==> config.mk <==
export PLATFORM = sky130hd
export DESIGN_NAME = lsu_mem
export DESIGN_NICKNAME = d
export VERILOG_FILES = /design/src/rtl/lsu_mem.sv
export SDC_FILE = /design/constraint.sdc
export NUM_CORES = 1
export LEC_CHECK = 0
export BUFFER_PORTS_ARGS = -buffer_cell sky130_fd_sc_hd__clkbuf_2
export CAP_MARGIN = 20
export CORE_MARGIN = 2
export CORE_UTILIZATION = 25
export CTS_CLUSTER_DIAMETER = 100
export CTS_CLUSTER_SIZE = 12
export DETAILED_ROUTE_END_ITERATION = 16
export PLACE_DENSITY = 0.57
export SKIP_LAST_GASP = 1
export SYNTH_ARGS = -nofsm -noshare
export SYNTH_HDL_FRONTEND = slang
export SYNTH_SLANG_ARGS = --single-unit
==> constraint.sdc <==
create_clock -name clk -period 4.8 [get_ports clk]
set_input_delay 0.48 -clock clk [delete_from_list [all_inputs] [get_ports clk]]
set_output_delay 0.48 -clock clk [all_outputs]
set_load 0.03 [all_outputs]
==> src/rtl/lsu_mem.sv <==
// MEM-stage load/store unit: byte-strobed request/ready access to data memory, sign/zero-extended loads; LSU_MISALIGN_TRAP_EN traps misaligned accesses.
// Latency: accept at T, request from T+1, load_valid two cycles after accept plus one per cycle without dm_ready.
// Backpressure: stall is high in the accept cycle and while the request waits for dm_ready; no new access until IDLE.
module lsu_mem #(
   parameter int data_size = 32
) (
   input  logic                   clk,
   input  logic                   rst_n,
   input  logic                   valid_MEM,
   input  logic [6:0]             opcode_MEM,
   input  logic [2:0]             funct3_MEM,
   input  logic [data_size-1:0]   addr,
   input  logic [data_size-1:0]   store_data,
   output logic                   dm_req,
   output logic                   dm_we,
   output logic [data_size-1:0]   dm_addr,
   output logic [data_size/8-1:0] dm_wstrb,
   output logic [data_size-1:0]   dm_wdata,
   input  logic                   dm_ready,
   input  logic [data_size-1:0]   dm_rdata,
   output logic [data_size-1:0]   load_data,
   output logic                   load_valid,
   output logic                   stall,
   output logic                   misalign
);

   localparam logic [6:0] OP_LOAD  = 7'b0000011;
   localparam logic [6:0] OP_STORE = 7'b0100011;

   typedef enum logic [1:0] {IDLE, ACCESS, RESP} state_t;
   state_t state_q, state_d;

   logic                   is_load, is_store, supported, is_half, is_word, accept;
   logic [1:0]             a_eff, a_q;
   logic [2:0]             f3_q;
   logic                   is_load_q;
   logic [data_size/8-1:0] strb_d;
   logic [data_size-1:0]   wdata_d, ext;
   logic [7:0]             byte_sel;
   logic [15:0]            half_sel;

   assign is_load   = (opcode_MEM == OP_LOAD);
   assign is_store  = (opcode_MEM == OP_STORE);
   assign supported = (is_load  && (funct3_MEM inside {3'd0, 3'd1, 3'd2, 3'd4, 3'd5})) ||
                      (is_store && (funct3_MEM inside {3'd0, 3'd1, 3'd2}));
   assign is_half   = (funct3_MEM[1:0] == 2'b01);
   assign is_word   = (funct3_MEM[1:0] == 2'b10);

   // Low address bits below the access size are ignored, so lanes stay naturally aligned
   assign a_eff = is_word ? 2'b00 : (is_half ? {addr[1], 1'b0} : addr[1:0]);

   always_comb begin
      strb_d  = '0;
      wdata_d = '0;
      if (is_store) begin
         case (funct3_MEM[1:0])
            2'b00: begin
               strb_d  = 4'b0001 << a_eff;
               wdata_d = {(data_size/8){store_data[7:0]}};
            end
            2'b01: begin
               strb_d  = 4'b0011 << a_eff;
               wdata_d = {(data_size/16){store_data[15:0]}};
            end
            default: begin
               strb_d  = '1;
               wdata_d = store_data;
            end
         endcase
      end
   end

`ifdef LSU_MISALIGN_TRAP_EN
   logic mis_addr, mis_pulse;
   assign mis_addr = (is_half && addr[0]) || (is_word && (addr[1:0] != 2'b00));
   assign misalign = mis_pulse;
`else
   assign misalign = 1'b0;
`endif

   always_comb begin
      state_d = state_q;
      accept  = 1'b0;
`ifdef LSU_MISALIGN_TRAP_EN
      mis_pulse = 1'b0;
`endif
      case (state_q)
         IDLE: begin
            if (valid_MEM && supported) begin
`ifdef LSU_MISALIGN_TRAP_EN
               if (mis_addr) begin
                  mis_pulse = 1'b1;
               end else begin
                  accept  = 1'b1;
                  state_d = ACCESS;
               end
`else
               accept  = 1'b1;
               state_d = ACCESS;
`endif
            end
         end
         ACCESS:  if (dm_ready) state_d = RESP;
         RESP:    state_d = IDLE;
         default: state_d = IDLE;
      endcase
      if (!rst_n) begin
         accept = 1'b0;
`ifdef LSU_MISALIGN_TRAP_EN
         mis_pulse = 1'b0;
`endif
      end
   end

   assign stall = accept || (state_q == ACCESS);

   always_comb begin
      case (a_q)
         2'd0:    byte_sel = dm_rdata[7:0];
         2'd1:    byte_sel = dm_rdata[15:8];
         2'd2:    byte_sel = dm_rdata[23:16];
         default: byte_sel = dm_rdata[31:24];
      endcase
      half_sel = a_q[1] ? dm_rdata[31:16] : dm_rdata[15:0];
      case (f3_q)
         3'd0:    ext = {{(data_size-8){byte_sel[7]}}, byte_sel};
         3'd1:    ext = {{(data_size-16){half_sel[15]}}, half_sel};
         3'd4:    ext = {{(data_size-8){1'b0}}, byte_sel};
         3'd5:    ext = {{(data_size-16){1'b0}}, half_sel};
         default: ext = dm_rdata;
      endcase
   end

   always_ff @(posedge clk) begin
      if (!rst_n) begin
         state_q    <= IDLE;
         dm_req     <= 1'b0;
         dm_we      <= 1'b0;
         dm_addr    <= '0;
         dm_wstrb   <= '0;
         dm_wdata   <= '0;
         load_data  <= '0;
         load_valid <= 1'b0;
         is_load_q  <= 1'b0;
         f3_q       <= 3'd0;
         a_q        <= 2'd0;
      end else begin
         state_q    <= state_d;
         load_valid <= 1'b0;
         if (accept) begin
            dm_req    <= 1'b1;
            dm_we     <= is_store;
            dm_addr   <= {addr[data_size-1:2], 2'b00};
            dm_wstrb  <= strb_d;
            dm_wdata  <= wdata_d;
            is_load_q <= is_load;
            f3_q      <= funct3_MEM;
            a_q       <= a_eff;
         end else if (state_q == ACCESS && dm_ready) begin
            dm_req <= 1'b0;
            if (is_load_q) begin
               load_data  <= ext;
               load_valid <= 1'b1;
            end
         end
      end
   end

endmodule

Word-level counts from Yosys, hierarchy flattened
Cells that the tools add are included.
Operators by class
  multiplexer cells: 18
  reduce and logical (&&, ||, !) cells: 17
  eq/ne operators: 16
  shift-type cells: 2
  bitwise logic cells: 3
Operators by type and width (number)
  one-hot mux 32 bit (4 select lines): 1
  one-hot mux 32 bit (2 select lines): 1
  2-to-1 mux 32 bit: 1
  one-hot mux 8 bit (3 select lines): 1
  2-to-1 mux 16 bit: 1
  == test 3 bit, second input constant: 4
  one-hot mux 4 bit (2 select lines): 1
  == test 7 x 2 -> 1 bit, second input constant: 1
  == test 7 x 6 -> 1 bit, second input constant: 1
  2-to-1 mux 1 bit: 7
  == test 2 x 1 -> 1 bit, second input constant: 3
  == test 3 x 1 -> 1 bit, second input constant: 2
  zero test 2 bit: 3
  zero test 3 bit: 2
  2-to-1 mux 2 bit: 3
  nonzero test 5 bit: 1
  == test 2 bit, second input constant: 2
  logical AND 1 bit: 4
  2-to-1 mux 4 bit: 1
  inequality test 2 bit, second input constant: 2
  one-hot mux 2 bit (2 select lines): 1
  << shifter 1 x 2 -> 4 bit, first input constant: 1
  << shifter 2 x 2 -> 4 bit, first input constant: 1
  == test 3 x 2 -> 1 bit, second input constant: 1
  other kinds (7): 10
Storage, ports and cells
  input port bits: 110
  output and inout bits: 105
  flip-flop bits (word level): 109

Logic depth before layout (Yosys ltp)
  depth in word-level cells: 10
  mapped depth: 7
  mapped depth without buffers: 4

Worst setup path after synthesis
No wires, ideal clock.
  kind: input port to output port
  start: in rst_n
  end: out stall
  cell stages on the path: 4
  setup slack: 2.808 ns
  path buffers: 3
  arrival time: 1.512 ns
  cells stage by stage: clkbuf_1 clkbuf_1 clkbuf_1 a21o_1
Between the ends
  longest elaborated chain between the ends: 2
RTL lines
  start, declared: RTL line 8  | input logic rst_n,
  2-to-1 mux 1 bit: RTL line 107  | if (!rst_n) begin
  logical OR 1 bit: RTL line 115  | assign stall = accept || (state_q == ACCESS);
  end, declared: RTL line 23  | output logic stall,
Every way passes these cells.

Worst setup path in the final report
  start: in funct3_MEM[1]
  end: out stall
Between the ends
  longest elaborated chain between the ends: 9
  elaborated cells on any way between the ends: 15
RTL lines
  start, declared: RTL line 11  | input logic [2:0] funct3_MEM,
  == test 3 x 1 -> 1 bit (tied with other cells): RTL line 44, 45
  nonzero test 5 bit or nonzero test 3 bit (tied branches): RTL line 44, 45
  logical AND 1 bit, on equally long branches: RTL line 44, 45
  logical OR 1 bit (*): RTL line 44  | assign supported = (is_load && (funct3_MEM inside {3'd0, 3'd1, 3'd2, 3'd4, 3'd5})) ||
  logical AND 1 bit (*): RTL line 89  | if (valid_MEM && supported) begin
  2-to-1 mux 1 bit (*): RTL line 89
  2-to-1 mux 1 bit (*): RTL line 87  | case (state_q)
  2-to-1 mux 1 bit (*): RTL line 107
  logical OR 1 bit (*): RTL line 115
Mark *: on every way between the ends. The rest lies on a longest branch, timed or not.

==> results.json <==
{
  "ys_seq_area_share_pct": 43.2,
  "wl_per_cell_um": 14.7,
  "grt_antenna_before_repair": 0,
  "hold_depth": 3,
  "nets": 836,
  "grt-ovfl-total": 0,
  "cp_slowest_cell": "clkbuf_2",
  "placed_area_sq_mm": 0.00622,
  "synth_fa_ha_area_share_pct": 0,
  "synth_compound_area_share_pct": 23.1,
  "first_pass_iters": 4,
  "cts-resized-gates": 0,
  "worst_r2r_path_depth": 4,
  "status": "finished, final reports clean",
  "cts.hold.buffers_added": 0,
  "yosysTopAreaCell": "dfxtp_1",
  "min_from": "addr[29]",
  "synth.area.top_cells": "dfxtp_1 (43%), mux2i_1 (12%), nand2_1 (7.4%)",
  "cts_sinks": 109,
  "regToRegEndpoint": "load_data[6]",
  "drive_gt1_share_pct": 35.6,
  "critPathMostFrequentCell": "clkbuf_2",
  "power_leakage_nw": 2.79,
  "cts_tree": "built",
  "crit_fanout": 33,
  "n_antenna_cell": 0,
  "numCtsBuffers": 9,
  "die_w_um": 146,
  "cts_root_buf": "clkbuf_16",
  "crit_type": "in2out",
  "drc": 0,
  "grt_pass1_vias": 4369,
  "viasPerCell": 4.56,
  "initial_core_util_pct": 25.7,
  "cp_cell_sequence": "clkbuf_2 -> o21ai_1 -> nand4_2 -> a21oi_4 -> a21o_1 -> clkbuf_2",
  "cp.required_ns": 4.32,
  "finalHoldViolCount": 0,
  "ios": 215,
  "syn-instance-count": 544,
  "grt_use_total_pct": 13.5,
  "synthToLayoutAreaGrowth_pct": 29.4,
  "port_buffers": 211,
  "crit_path_max_incr_delay_ns": 0.41,
  "max_freq_mhz": 417,
  "synth_top_family_by_area": "compound AO/OA/AOI/OAI gates",
  "power_frac_seq_pct": 50.3,
  "min_to": "dm_addr[29]",
  "ir_worst_vdd_v": 0.000137,
  "routed_wl_um": 14600,
  "yosys_warnings": 0,
  "post_cts_buffers": 0,
  "timing.reg2reg.setup_slack_ns": 2.57,
  "finalCriticalPeriod_ns": 2.40,
  "hpwl_um": 10600,
  "worstPathArrival_ns": 1.92,
  "clock_skew_ns": 0.0153,
  "synth_seq_cells": 109,
  "grt_max_degree": 62,
  "period_share_pct": 49.9,
  "synth_edf_count": 0,
  "synth.avg_cell_area_sq_um": 9.28,
  "rsz0062_at_grt": "false",
  "p_sw_share_pct": 25.8,
  "place_congestion": 0.749,
  "synth-simple-area-share_pct": 15.0,
  "hold_path_class": "in2reg",
  "clk_latency_ns": 0.36,
  "synth_xor_area_share_pct": 0,
  "power.switching_mw": 0.465,
  "slew_viol_final": 0,
  "clkPwrFrac_pct": 42.0,
  "ys_types": 54,
  "htree_levels": 3,
  "p_comb_share_pct": 7.7,
  "critPathCaptureType": "output port",
  "post-route-util_pct": 33.3,
  "p_per_area_mw_per_mm2": 275,
  "synth.area.mux_share_pct": 12.7,
  "synthesis.area_sq_mm": 0.00505,
  "grt_pass1_wl_um": 23300,
  "core_sq_mm": 0.0197,
  "r2r_start": "a_q[0]",
  "vias": 4542,
  "final_antenna_net_count": 0,
  "clk_path_buf_depth": 2,
  "die_h_um": 146,
  "yosysTopAreaCellShare_pct": 43.2,
  "synth-main-ff-cell": "dfxtp_1",
  "dieArea_sq_mm": 0.0213,
  "nFillCells": 2129,
  "tns_ns": 0,
  "row_count": 51,
  "crit_path_start_kind": "primary input",
  "worstMarginPinSlew_ns": 0.946,
  "async_flop_share_pct": 0,
  "cap_violations": 0,
  "path_clk_slew_ns": 0.08,
  "setup-violations-final": 0,
  "p_int_mw": 1.33,
  "max_slew_margin_pct": 36.7,
  "design_area_sq_mm": 0.00654,
  "drt_iter0_drc": 179
}
[routing by layer]
metal / vias up / global-route usage, % / share of wire [%]
li1: 2302 / - / -
met5: - / 0 / 0
met4: 0 / 3.45 / 0.94
met3: 6 / 3.72 / 6.6
met2: 147 / 22.0 / 47
met1: 2087 / 17.6 / 46
[cell usage after synthesis, drive strengths merged (6+ instances only)]
cell type / count
nand3: 16
nor2b: 11
a21oi: 42
a22oi: 6
clkbuf: 27
nor2: 10
o21ai: 42
buf: 21
nand2: 100
dfxtp: 109
a22o: 18
a31o: 6
a21o: 6
inv: 7
mux2i: 63
o2bb2ai: 20
[layout make-up]
cell class | count | area, sq um | area share (%)
well taps | 265 | 332 | 5.07
clock inverters | 7 | 73.8 | 1.13
clock buffers | 9 | 225 | 3.45
multi-input cells | 382 | 2580 | 39.6
flip-flops and latches | 109 | 2180 | 33.4
repair buffers | 217 | 1110 | 17.0
inverters | 7 | 26.3 | 0.402
[worst max-delay path: cells and delay by family]
kind	cells	cell delay (ns)
compound gates	3	0.59
simple gates	1	0.21
buf+inv	2	0.62
[sequential cells by signal (all words and copies together), names as in the netlist, 2 cells and up]
| signal | cells |
|---|---|
| dm_addr | 30 |
| f3_q | 3 |
| load_data | 32 |
| a_q | 2 |
| dm_wdata | 32 |
| dm_wstrb | 4 |
| state_q | 2 |
[worst max-delay path by stage]
stage | start | end | cells past startpoint
finish | funct3_MEM[1] | stall | 6
global placement | funct3_MEM[1] | dm_addr[4] | 6
global route | funct3_MEM[1] | stall | 6
CTS | funct3_MEM[1] | stall | 6
floorplan | rst_n | stall | 4
detailed placement | funct3_MEM[1] | dm_addr[31] | 6
[through the flow]
step	std cells	hold slack (ns)	power, mW	worst slack (ns)
final	996	0.351	1.80	2.40
after global routing	996	0.344	1.89	2.19
after CTS	995	0.333	1.83	2.38
after detailed placement	979	0.446	1.07	2.31
after global placement	979	0.442	1.07	2.34
after floorplan	546	0.478	0.998	2.81
[layout by cell type, fill, tap and decap left out, types with 7 or more instances in the layout]
cell type,instances
a21oi_1,30
a21oi_4,11
a22o_1,18
clkbuf_16,9
clkbuf_2,210
dfxtp_1,109
inv_1,7
mux2i_1,63
nand2_1,100
nand3_1,15
nor2_1,10
nor2b_1,11
o21ai_0,40
o2bb2ai_1,20
[power by group through the flow]
| stage | Clock, mW | Combinational (mW) | Sequential, mW |
|---|---|---|---|
| finish | 0.756 | 0.139 | 0.905 |
| global route | 0.825 | 0.156 | 0.905 |
| CTS | 0.786 | 0.141 | 0.905 |
| detailed placement | 0 | 0.140 | 0.926 |
| global placement | 0 | 0.141 | 0.926 |
| floorplan | 0 | 0.0698 | 0.928 |
[cells by family (layout without fill, tap and decap cells)]
family                 count (synthesis)  in the layout
buffers and inverters                 55            240
AOI/OAI and AO/OA                    155            155
other                                  1              3
muxes                                 64             64
and+or+nand+nor                      160            160
DFF                                  109            109
(Power assumes the default switching activity.)
